--- src/rtl/axi_arb_rr.sv ---
// Read/write arbiter: NUM_M AXI masters onto one memory port plus a read-only CLINT port.
// Define ARB_RR_EN for round-robin arbitration; otherwise fixed priority (lowest index wins).
module axi_arb_rr #(
  parameter int          NUM_M      = 2,
  parameter logic [31:0] CLINT_BASE = 32'h0200_0000,
  parameter logic [31:0] CLINT_LAST = 32'h0200_ffff
) (
  input  logic                  clock,
  input  logic                  reset,
  // master-side AR/R
  input  logic [NUM_M-1:0]      m_arvalid,
  output logic [NUM_M-1:0]      m_arready,
  input  logic [NUM_M*32-1:0]   m_araddr,
  input  logic [NUM_M*4-1:0]    m_arid,
  input  logic [NUM_M*8-1:0]    m_arlen,
  input  logic [NUM_M*3-1:0]    m_arsize,
  input  logic [NUM_M*2-1:0]    m_arburst,
  output logic [NUM_M-1:0]      m_rvalid,
  input  logic [NUM_M-1:0]      m_rready,
  output logic [NUM_M-1:0]      m_rlast,
  output logic [NUM_M*32-1:0]   m_rdata,
  output logic [NUM_M*2-1:0]    m_rresp,
  output logic [NUM_M*4-1:0]    m_rid,
  // master-side AW/W/B
  input  logic [NUM_M-1:0]      m_awvalid,
  output logic [NUM_M-1:0]      m_awready,
  input  logic [NUM_M*32-1:0]   m_awaddr,
  input  logic [NUM_M*4-1:0]    m_awid,
  input  logic [NUM_M*8-1:0]    m_awlen,
  input  logic [NUM_M*3-1:0]    m_awsize,
  input  logic [NUM_M*2-1:0]    m_awburst,
  input  logic [NUM_M-1:0]      m_wvalid,
  output logic [NUM_M-1:0]      m_wready,
  input  logic [NUM_M*32-1:0]   m_wdata,
  input  logic [NUM_M*4-1:0]    m_wstrb,
  input  logic [NUM_M-1:0]      m_wlast,
  output logic [NUM_M-1:0]      m_bvalid,
  input  logic [NUM_M-1:0]      m_bready,
  output logic [NUM_M*2-1:0]    m_bresp,
  output logic [NUM_M*4-1:0]    m_bid,
  // memory-side port
  output logic                  s_arvalid,
  input  logic                  s_arready,
  output logic [31:0]           s_araddr,
  output logic [3:0]            s_arid,
  output logic [7:0]            s_arlen,
  output logic [2:0]            s_arsize,
  output logic [1:0]            s_arburst,
  input  logic                  s_rvalid,
  output logic                  s_rready,
  input  logic [31:0]           s_rdata,
  input  logic [1:0]            s_rresp,
  input  logic [3:0]            s_rid,
  input  logic                  s_rlast,
  output logic                  s_awvalid,
  input  logic                  s_awready,
  output logic [31:0]           s_awaddr,
  output logic [3:0]            s_awid,
  output logic [7:0]            s_awlen,
  output logic [2:0]            s_awsize,
  output logic [1:0]            s_awburst,
  output logic                  s_wvalid,
  input  logic                  s_wready,
  output logic [31:0]           s_wdata,
  output logic [3:0]            s_wstrb,
  output logic                  s_wlast,
  input  logic                  s_bvalid,
  output logic                  s_bready,
  input  logic [1:0]            s_bresp,
  input  logic [3:0]            s_bid,
  // CLINT read-only port
  output logic [31:0]           c_araddr,
  output logic                  c_arvalid,
  input  logic                  c_arready,
  input  logic [31:0]           c_rdata,
  input  logic [1:0]            c_rresp,
  input  logic                  c_rlast,
  input  logic [3:0]            c_rid,
  input  logic                  c_rvalid,
  output logic                  c_rready
);

  localparam int IW = (NUM_M > 2) ? 2 : 1;

  typedef enum logic [1:0] {R_IDLE, R_MEM, R_CLINT} rd_state_t;
  typedef enum logic       {W_IDLE, W_MEM}          wr_state_t;

  rd_state_t       rd_state;
  wr_state_t       wr_state;
  logic [IW-1:0]   rd_gnt, wr_gnt;
  logic [IW-1:0]   rd_win, wr_win;
  logic [IW-1:0]   rd_idx, wr_idx;
  logic            rd_any, wr_any;
  logic [31:0]     win_araddr;
  logic            win_is_clint;
  int              rg, wg;

`ifdef ARB_RR_EN
  logic [IW-1:0]   rd_ptr, wr_ptr;
`endif

  assign rg = int'(rd_gnt);
  assign wg = int'(wr_gnt);

  // Pick a winner from the valid vector seen in the IDLE cycle; the pointer (if any) names the top-priority master
  always_comb begin
    rd_win = '0;
    rd_any = 1'b0;
    wr_win = '0;
    wr_any = 1'b0;
    rd_idx = '0;
    wr_idx = '0;
    for (int off = 0; off < NUM_M; off++) begin
`ifdef ARB_RR_EN
      rd_idx = IW'((int'(rd_ptr) + off) % NUM_M);
      wr_idx = IW'((int'(wr_ptr) + off) % NUM_M);
`else
      rd_idx = IW'(off);
      wr_idx = IW'(off);
`endif
      if (!rd_any && m_arvalid[rd_idx]) begin
        rd_win = rd_idx;
        rd_any = 1'b1;
      end
      if (!wr_any && m_awvalid[wr_idx]) begin
        wr_win = wr_idx;
        wr_any = 1'b1;
      end
    end
  end

  assign win_araddr   = m_araddr[32*int'(rd_win) +: 32];
  assign win_is_clint = (win_araddr >= CLINT_BASE) && (win_araddr <= CLINT_LAST);

  always_ff @(posedge clock or negedge reset) begin
    if (!reset) begin
      rd_state <= R_IDLE;
      rd_gnt   <= '0;
`ifdef ARB_RR_EN
      rd_ptr   <= '0;
`endif
    end else begin
      case (rd_state)
        R_IDLE: begin
          if (rd_any) begin
            rd_gnt   <= rd_win;
            rd_state <= win_is_clint ? R_CLINT : R_MEM;
`ifdef ARB_RR_EN
            rd_ptr   <= IW'((int'(rd_win) + 1) % NUM_M);
`endif
          end
        end
        R_MEM:   if (s_rvalid && m_rready[rd_gnt] && s_rlast) rd_state <= R_IDLE;
        R_CLINT: if (c_rvalid && m_rready[rd_gnt] && c_rlast) rd_state <= R_IDLE;
        default: rd_state <= R_IDLE;
      endcase
    end
  end

  // CLINT-window writes are not special: every write goes to the memory port
  always_ff @(posedge clock or negedge reset) begin
    if (!reset) begin
      wr_state <= W_IDLE;
      wr_gnt   <= '0;
`ifdef ARB_RR_EN
      wr_ptr   <= '0;
`endif
    end else begin
      case (wr_state)
        W_IDLE: begin
          if (wr_any) begin
            wr_gnt   <= wr_win;
            wr_state <= W_MEM;
`ifdef ARB_RR_EN
            wr_ptr   <= IW'((int'(wr_win) + 1) % NUM_M);
`endif
          end
        end
        W_MEM:   if (s_bvalid && m_bready[wr_gnt]) wr_state <= W_IDLE;
        default: wr_state <= W_IDLE;
      endcase
    end
  end

  always_comb begin
    m_arready = '0;
    m_rvalid  = '0;
    m_rlast   = '0;
    m_rdata   = '0;
    m_rresp   = '0;
    m_rid     = '0;
    s_arvalid = 1'b0;
    s_araddr  = '0;
    s_arid    = '0;
    s_arlen   = '0;
    s_arsize  = '0;
    s_arburst = '0;
    s_rready  = 1'b0;
    c_arvalid = 1'b0;
    c_araddr  = '0;
    c_rready  = 1'b0;
    case (rd_state)
      R_MEM: begin
        s_arvalid           = m_arvalid[rd_gnt];
        s_araddr            = m_araddr[32*rg +: 32];
        s_arid              = m_arid[4*rg +: 4];
        s_arlen             = m_arlen[8*rg +: 8];
        s_arsize            = m_arsize[3*rg +: 3];
        s_arburst           = m_arburst[2*rg +: 2];
        m_arready[rd_gnt]   = s_arready;
        m_rvalid[rd_gnt]    = s_rvalid;
        m_rlast[rd_gnt]     = s_rlast;
        m_rdata[32*rg +: 32] = s_rdata;
        m_rresp[2*rg +: 2]  = s_rresp;
        m_rid[4*rg +: 4]    = s_rid;
        s_rready            = m_rready[rd_gnt];
      end
      R_CLINT: begin
        c_arvalid           = m_arvalid[rd_gnt];
        c_araddr            = m_araddr[32*rg +: 32];
        m_arready[rd_gnt]   = c_arready;
        m_rvalid[rd_gnt]    = c_rvalid;
        m_rlast[rd_gnt]     = c_rlast;
        m_rdata[32*rg +: 32] = c_rdata;
        m_rresp[2*rg +: 2]  = c_rresp;
        m_rid[4*rg +: 4]    = c_rid;
        c_rready            = m_rready[rd_gnt];
      end
      default: ;
    endcase
  end

  always_comb begin
    m_awready = '0;
    m_wready  = '0;
    m_bvalid  = '0;
    m_bresp   = '0;
    m_bid     = '0;
    s_awvalid = 1'b0;
    s_awaddr  = '0;
    s_awid    = '0;
    s_awlen   = '0;
    s_awsize  = '0;
    s_awburst = '0;
    s_wvalid  = 1'b0;
    s_wdata   = '0;
    s_wstrb   = '0;
    s_wlast   = 1'b0;
    s_bready  = 1'b0;
    if (wr_state == W_MEM) begin
      s_awvalid          = m_awvalid[wr_gnt];
      s_awaddr           = m_awaddr[32*wg +: 32];
      s_awid             = m_awid[4*wg +: 4];
      s_awlen            = m_awlen[8*wg +: 8];
      s_awsize           = m_awsize[3*wg +: 3];
      s_awburst          = m_awburst[2*wg +: 2];
      m_awready[wr_gnt]  = s_awready;
      s_wvalid           = m_wvalid[wr_gnt];
      s_wdata            = m_wdata[32*wg +: 32];
      s_wstrb            = m_wstrb[4*wg +: 4];
      s_wlast            = m_wlast[wr_gnt];
      m_wready[wr_gnt]   = s_wready;
      m_bvalid[wr_gnt]   = s_bvalid;
      m_bresp[2*wg +: 2] = s_bresp;
      m_bid[4*wg +: 4]   = s_bid;
      s_bready           = m_bready[wr_gnt];
    end
  end

endmodule

--- config.mk ---
export PLATFORM = sky130hd
export DESIGN_NAME = axi_arb_rr
export DESIGN_NICKNAME = d
export VERILOG_FILES = /design/src/rtl/axi_arb_rr.sv
export SDC_FILE = /design/constraint.sdc
export NUM_CORES = 1
export LEC_CHECK = 0
export CORE_AREA = 2 2 254 256
export CTS_CLUSTER_DIAMETER = 150
export CTS_CLUSTER_SIZE = 14
export DETAILED_ROUTE_END_ITERATION = 12
export DIE_AREA = 0 0 256 258
export PLACE_DENSITY = 0.39
export SYNTH_ARGS = -nofsm -noshare
export SYNTH_HDL_FRONTEND = slang
export SYNTH_SLANG_ARGS = --single-unit
--- constraint.sdc ---
create_clock -name clock -period 2.9 [get_ports clock]
set_input_delay 0.58 -clock clock [delete_from_list [all_inputs] [get_ports clock]]
set_output_delay 0.58 -clock clock [all_outputs]
set_load 0.1 [all_outputs]
Yosys cells after proc, flatten, opt, wreduce, memory -nomap -nowiden

Index checks and enable logic that the tools add are counted.

$mul: 2
Equality and inequality tests: 5
Shift-type cells: 26
Add/subtract/negate cells: 5
Bitwise gates (word level): 18
Magnitude comparators: 6
Multiplexer cells: 62
Reductions and logical operators: 16

Operator list:

| kind                       | number |
|---|---|
| $shiftx A64 B7 Y32         | 4 |
| $and A64 B64 Y64           | 2 |
| $mux W32                   | 4 |
| $pmux W64 S2               | 1 |
| $shiftx A32 B33 Y64        | 2 |
| $shiftx A2 B33 Y4          | 3 |
| $shiftx A4 B33 Y8          | 3 |
| $neg A2 Y33                | 2 |
| $neg A3 Y33                | 2 |
| $shift A2 B33 Y4 const A   | 2 |
| $shift A4 B33 Y8 const A   | 2 |
| $shift A32 B33 Y64 const A | 1 |
| $neg A6 Y33                | 1 |
| $ge A32 B26 Y1 const B     | 1 |
| $le A32 B26 Y1 const B     | 1 |
| $shiftx A16 B5 Y8          | 2 |
| $mux W1                    | 30 |
| $and A8 B8 Y8              | 3 |
| $mux W8                    | 3 |
| $shiftx A8 B4 Y4           | 3 |
| $and A2 B2 Y2              | 9 |
| $mux W2                    | 9 |
| $mux W4                    | 4 |
| $pmux W8 S2                | 1 |
| 21 further kinds           | 45 |

Logic and storage cells: 144
Flip-flop bits (word level): 5
Input bits: 373

Longest topological paths before layout

Depth after elaboration: 10
Depth in mapped cells: 7
Depth with buffers taken out: 5

Worst setup path before layout

No wires, ideal clock.

Path kind: register to output
Start point: register rd_state[0]
End point: output port c_araddr[0]
Setup slack: -0.173 ns
Required time: 2.320 ns
Stages on the path, launching flop included: 7
Arrival: 2.493 ns
Path buffers: 3
Path through: dfrtp_1 > inv_1 > ha_1 > clkbuf_1 > buf_4 > buf_2 > nor2b_1

Cells in the longest elaborated chain, start to end: 2

RTL lines:

| item                   | line | RTL |
|---|---|---|
| from (decl)            | 88   | `rd_state_t rd_state;` |
| from (signal assigned) | 147  | `rd_state <= win_is_clint ? R_CLINT : R_MEM;` |
| $eq A2 B2 Y1           | 202  | `case (rd_state)` |
| $mux W32               | 202  |  |
| to (decl)              | 72   | `output logic [31:0] c_araddr,` |

No other way between the ends.

Final worst setup path

Start point: register wr_gnt
End point: output port s_wdata[31]

Cells in the longest elaborated chain, start to end: 2

RTL lines:

| item                   | line | RTL |
|---|---|---|
| from (decl)            | 90   | `logic [IW-1:0] rd_gnt, wr_gnt;` |
| from (signal assigned) | 172  | `wr_gnt <= wr_win;` |
| $shiftx A64 B7 Y32     | 259  | `s_wdata = m_wdata[32*wg +: 32];` |
| $mux W32               | 250  | `if (wr_state == W_MEM) begin` |
| to (decl)              | 64   | `output logic [31:0] s_wdata,` |

No other way between the ends.

==> impl_metrics.yaml <==
run_status:
  outcome: "finished, final reports clean"
detailed_routing:
  num_vias: 6404
  viasPerCell: 3.17
  drt_pass1_iterations: 4
  drc: 0
  drt_iter0_drc: 127
  totalWireLength_um: 38100
  post_drt_wl_per_cell_um: 18.9
  antenna_left: 0
clock_tree:
  clk_path_buf_depth: 2
  cts_setup_buffers: 0
  ctsResizeCount: 0
  clock-sinks: 5
  clk_latency_ns: 0.24
  cts_max_level: 1
  cts_hold_buffers: 0
  cts_buffers: 3
  clkSlewWorstSetupHoldPaths_ns: 0.04
  root_buffer: "clkbuf_16"
  cts_tree: "done"
pwr:
  power_density_nw_per_um2: 1190
  p_leak_nw: 5.53
  fin_total_pwr_mw: 17.0
  irDropWorstVdd_mv: 0.600
layout:
  n_antenna_cell: 0
  nNetsFinal: 1543
  syn_to_final_growth_pct: 287
  drive_gt1_share_pct: 34.0
timing:
  hold_violations: 0
  holdWs_ns: 0.542
  drv_slew: 0
  layout_setup_ws_ns: 0.155
  grt_setup_unrepaired: "no"
  post-route-period-util_pct: 94.7
  fin_crit_ns: 2.75
  setup_viol: 0
  max_freq_ghz: 0.364
  relSlewSlack_pct: 55.4
  tightest_slew_ns: 0.669
  fin_worst_skew_ns: 0.0000881
flow_run:
  max_cap_violations: 0
synth:
  synth-edff-count: 0
  syn_area_um2: 3700
  ys.flop_type: "dfrtp_1"
  ys_types: 26
  yosysWarningCount: 0
  synth_common_cells: "181 x mux2i_1, 173 x nor2_1, 85 x nor2b_1"
  synth.top_cell.area_share_pct: 49.0
  synth.yosys.seq_area_share_pct: 3.38
  ys_ff_latch: 5
  synth.avg_cell_area_um2: 6.74
  syn_nets: 925
  yosys.area.top_type: "mux2i_1"
  synth_cells: 549
  synthTopCellsByArea: "mux2i_1 49%, nor2_1 18%, nor2b_1 14%, dfrtp_1 3.4%, buf_2 2.6%"
  postSynth.asyncResetShare_pct: 100
  yosysMostFrequentCell: "mux2i_1"
setup_path:
  worstSetupPathType: "reg -> out"
  regToRegSetupSlack_ns: 0.97
  rr_worst_depth: 5
  worstReg2RegStart: "rd_gnt$_DFFE_PN0P_"
  worstReg2RegEnd: "rd_state[1]$_DFFE_PN0P_"
  crit_required_ns: 2.32
  cp-end-kind: "output pin"
  cp.arrival_ns: 2.17
  cp-start-kind: "flip-flop"
  cp_max_fo: 31
global_route:
  grt_pass1_vias: 7050
  grt_remaining_overflow: 0
  grt_pass1_wl_um: 52700
  grt_use_total_pct: 11.0
  grt_max_degree: 54
  antenna_found_initial: 5
min_path:
  worstHoldPathType: "reg -> reg"
  worstHoldStart: "rd_state[0]$_DFFE_PN0P_"
  hold_path_end: "rd_state[0]$_DFFE_PN0P_"
  min_path_cells: 1
placement:
  port_buffers: 646
  place_congestion: 0.879
  hpwlAfterDp_um: 34400
  dp_slack_ns: 0.327
die:
  coreArea_um2: 63600
  pin_count: 647
  chipHeight_um: 258
  placementRows: 93
  die_width_um: 256
  die_area_um2: 66000
  initial_core_util_pct: 5.81
-- sequential cells by signal, summed over array words and instances, names as in the netlist --
name      cells
rd_state      2
wr_state      1
rd_gnt        1
wr_gnt        1
-- power by group --
group	internal (mW)	total (mW)	switching, mW
clock	0.184	0.248	0.0642
sequential	0.103	0.237	0.134
combinational	5.62	16.5	10.9
-- critical path, stage by stage, from the launching register on --
cell and delay (ns):
dfrtp_4 0.76, buf_12 0.27, buf_12 0.19, mux2i_1 0.35
nor2_1 0.13, buf_12 0.19
-- layout by cell type (no fill, tap or decap), drive strengths merged --
| cell | count |
|---|---|
| clkdlybuf4s50 | 372 |
| buf | 292 |
| mux2i | 182 |
| nor2 | 173 |
| nor2b | 85 |
| and2 | 9 |
| and3 | 9 |
| nor4 | 6 |
| a21oi | 5 |
| dfrtp | 5 |
| nand2 | 4 |
| clkbuf | 4 |
| inv | 3 |
| ha | 3 |
| o21ai | 2 |
| nor4b | 2 |
| nand4 | 2 |
| nand2b | 2 |
| nor3 | 1 |
| nand3 | 1 |
| o2111ai | 1 |
| o2bb2ai | 1 |
| o2111a | 1 |
| a22o | 1 |
-- stage by stage --
stage,instances,util (%),TNS [ns],cell area (um^2)
6_report,2021,22.5,0,14300
5_1_grt,2021,22.5,0,14300
4_1_cts,2021,22.5,0,14300
3_5_place_dp,2017,22.4,0,14200
2_1_floorplan,549,-,-2.02,3940
3_3_place_gp,2017,22.4,0,14200
-- cell families (layout without fill, tap and decap cells) --
kind of cell,count (synthesis),in the layout,synth area share [%]
and+or+nand+nor,294,294,37.8
muxes,182,182,49.3
buffers and inverters,54,671,6.52
AOI/OAI and AO/OA,11,11,1.96
DFF,5,5,3.38
adders and majority gates,3,3,1.01
-- area by class of cell --
cell class	instances	area, um^2
fill	6874	49300
multi-input combinational	490	3590
clock buffer	4	78.8
inverter	3	11.3
sequential	5	133
tap	855	1070
timing repair buffer	664	9430
-- worst max path at each step --
| stage | start | endpoint | cells after the start |
|---|---|---|---|
| finish | wr_gnt$_DFFE_PN0P_ | s_wdata[31] | 5 |
| global route | wr_gnt$_DFFE_PN0P_ | s_wdata[31] | 5 |
| CTS | wr_gnt$_DFFE_PN0P_ | s_wdata[31] | 5 |
| detailed placement | s_rvalid | m_rvalid[1] | 4 |
| global placement | s_rvalid | m_rvalid[1] | 4 |
| floorplan | rd_state[0]$_DFFE_PN0P_ | m_rdata[25] | 7 |
-- per-layer routing --
layer  up-vias  part of all wire (%)  track usage [%]
li1       3072                     -                -
met3        28                   9.8             4.50
met4         0                   2.1             1.97
met5         -                     0                0
met1      2887                    37             11.8
met2       417                    51             20.2
Note: power is estimated with default switching activity, not from simulation.
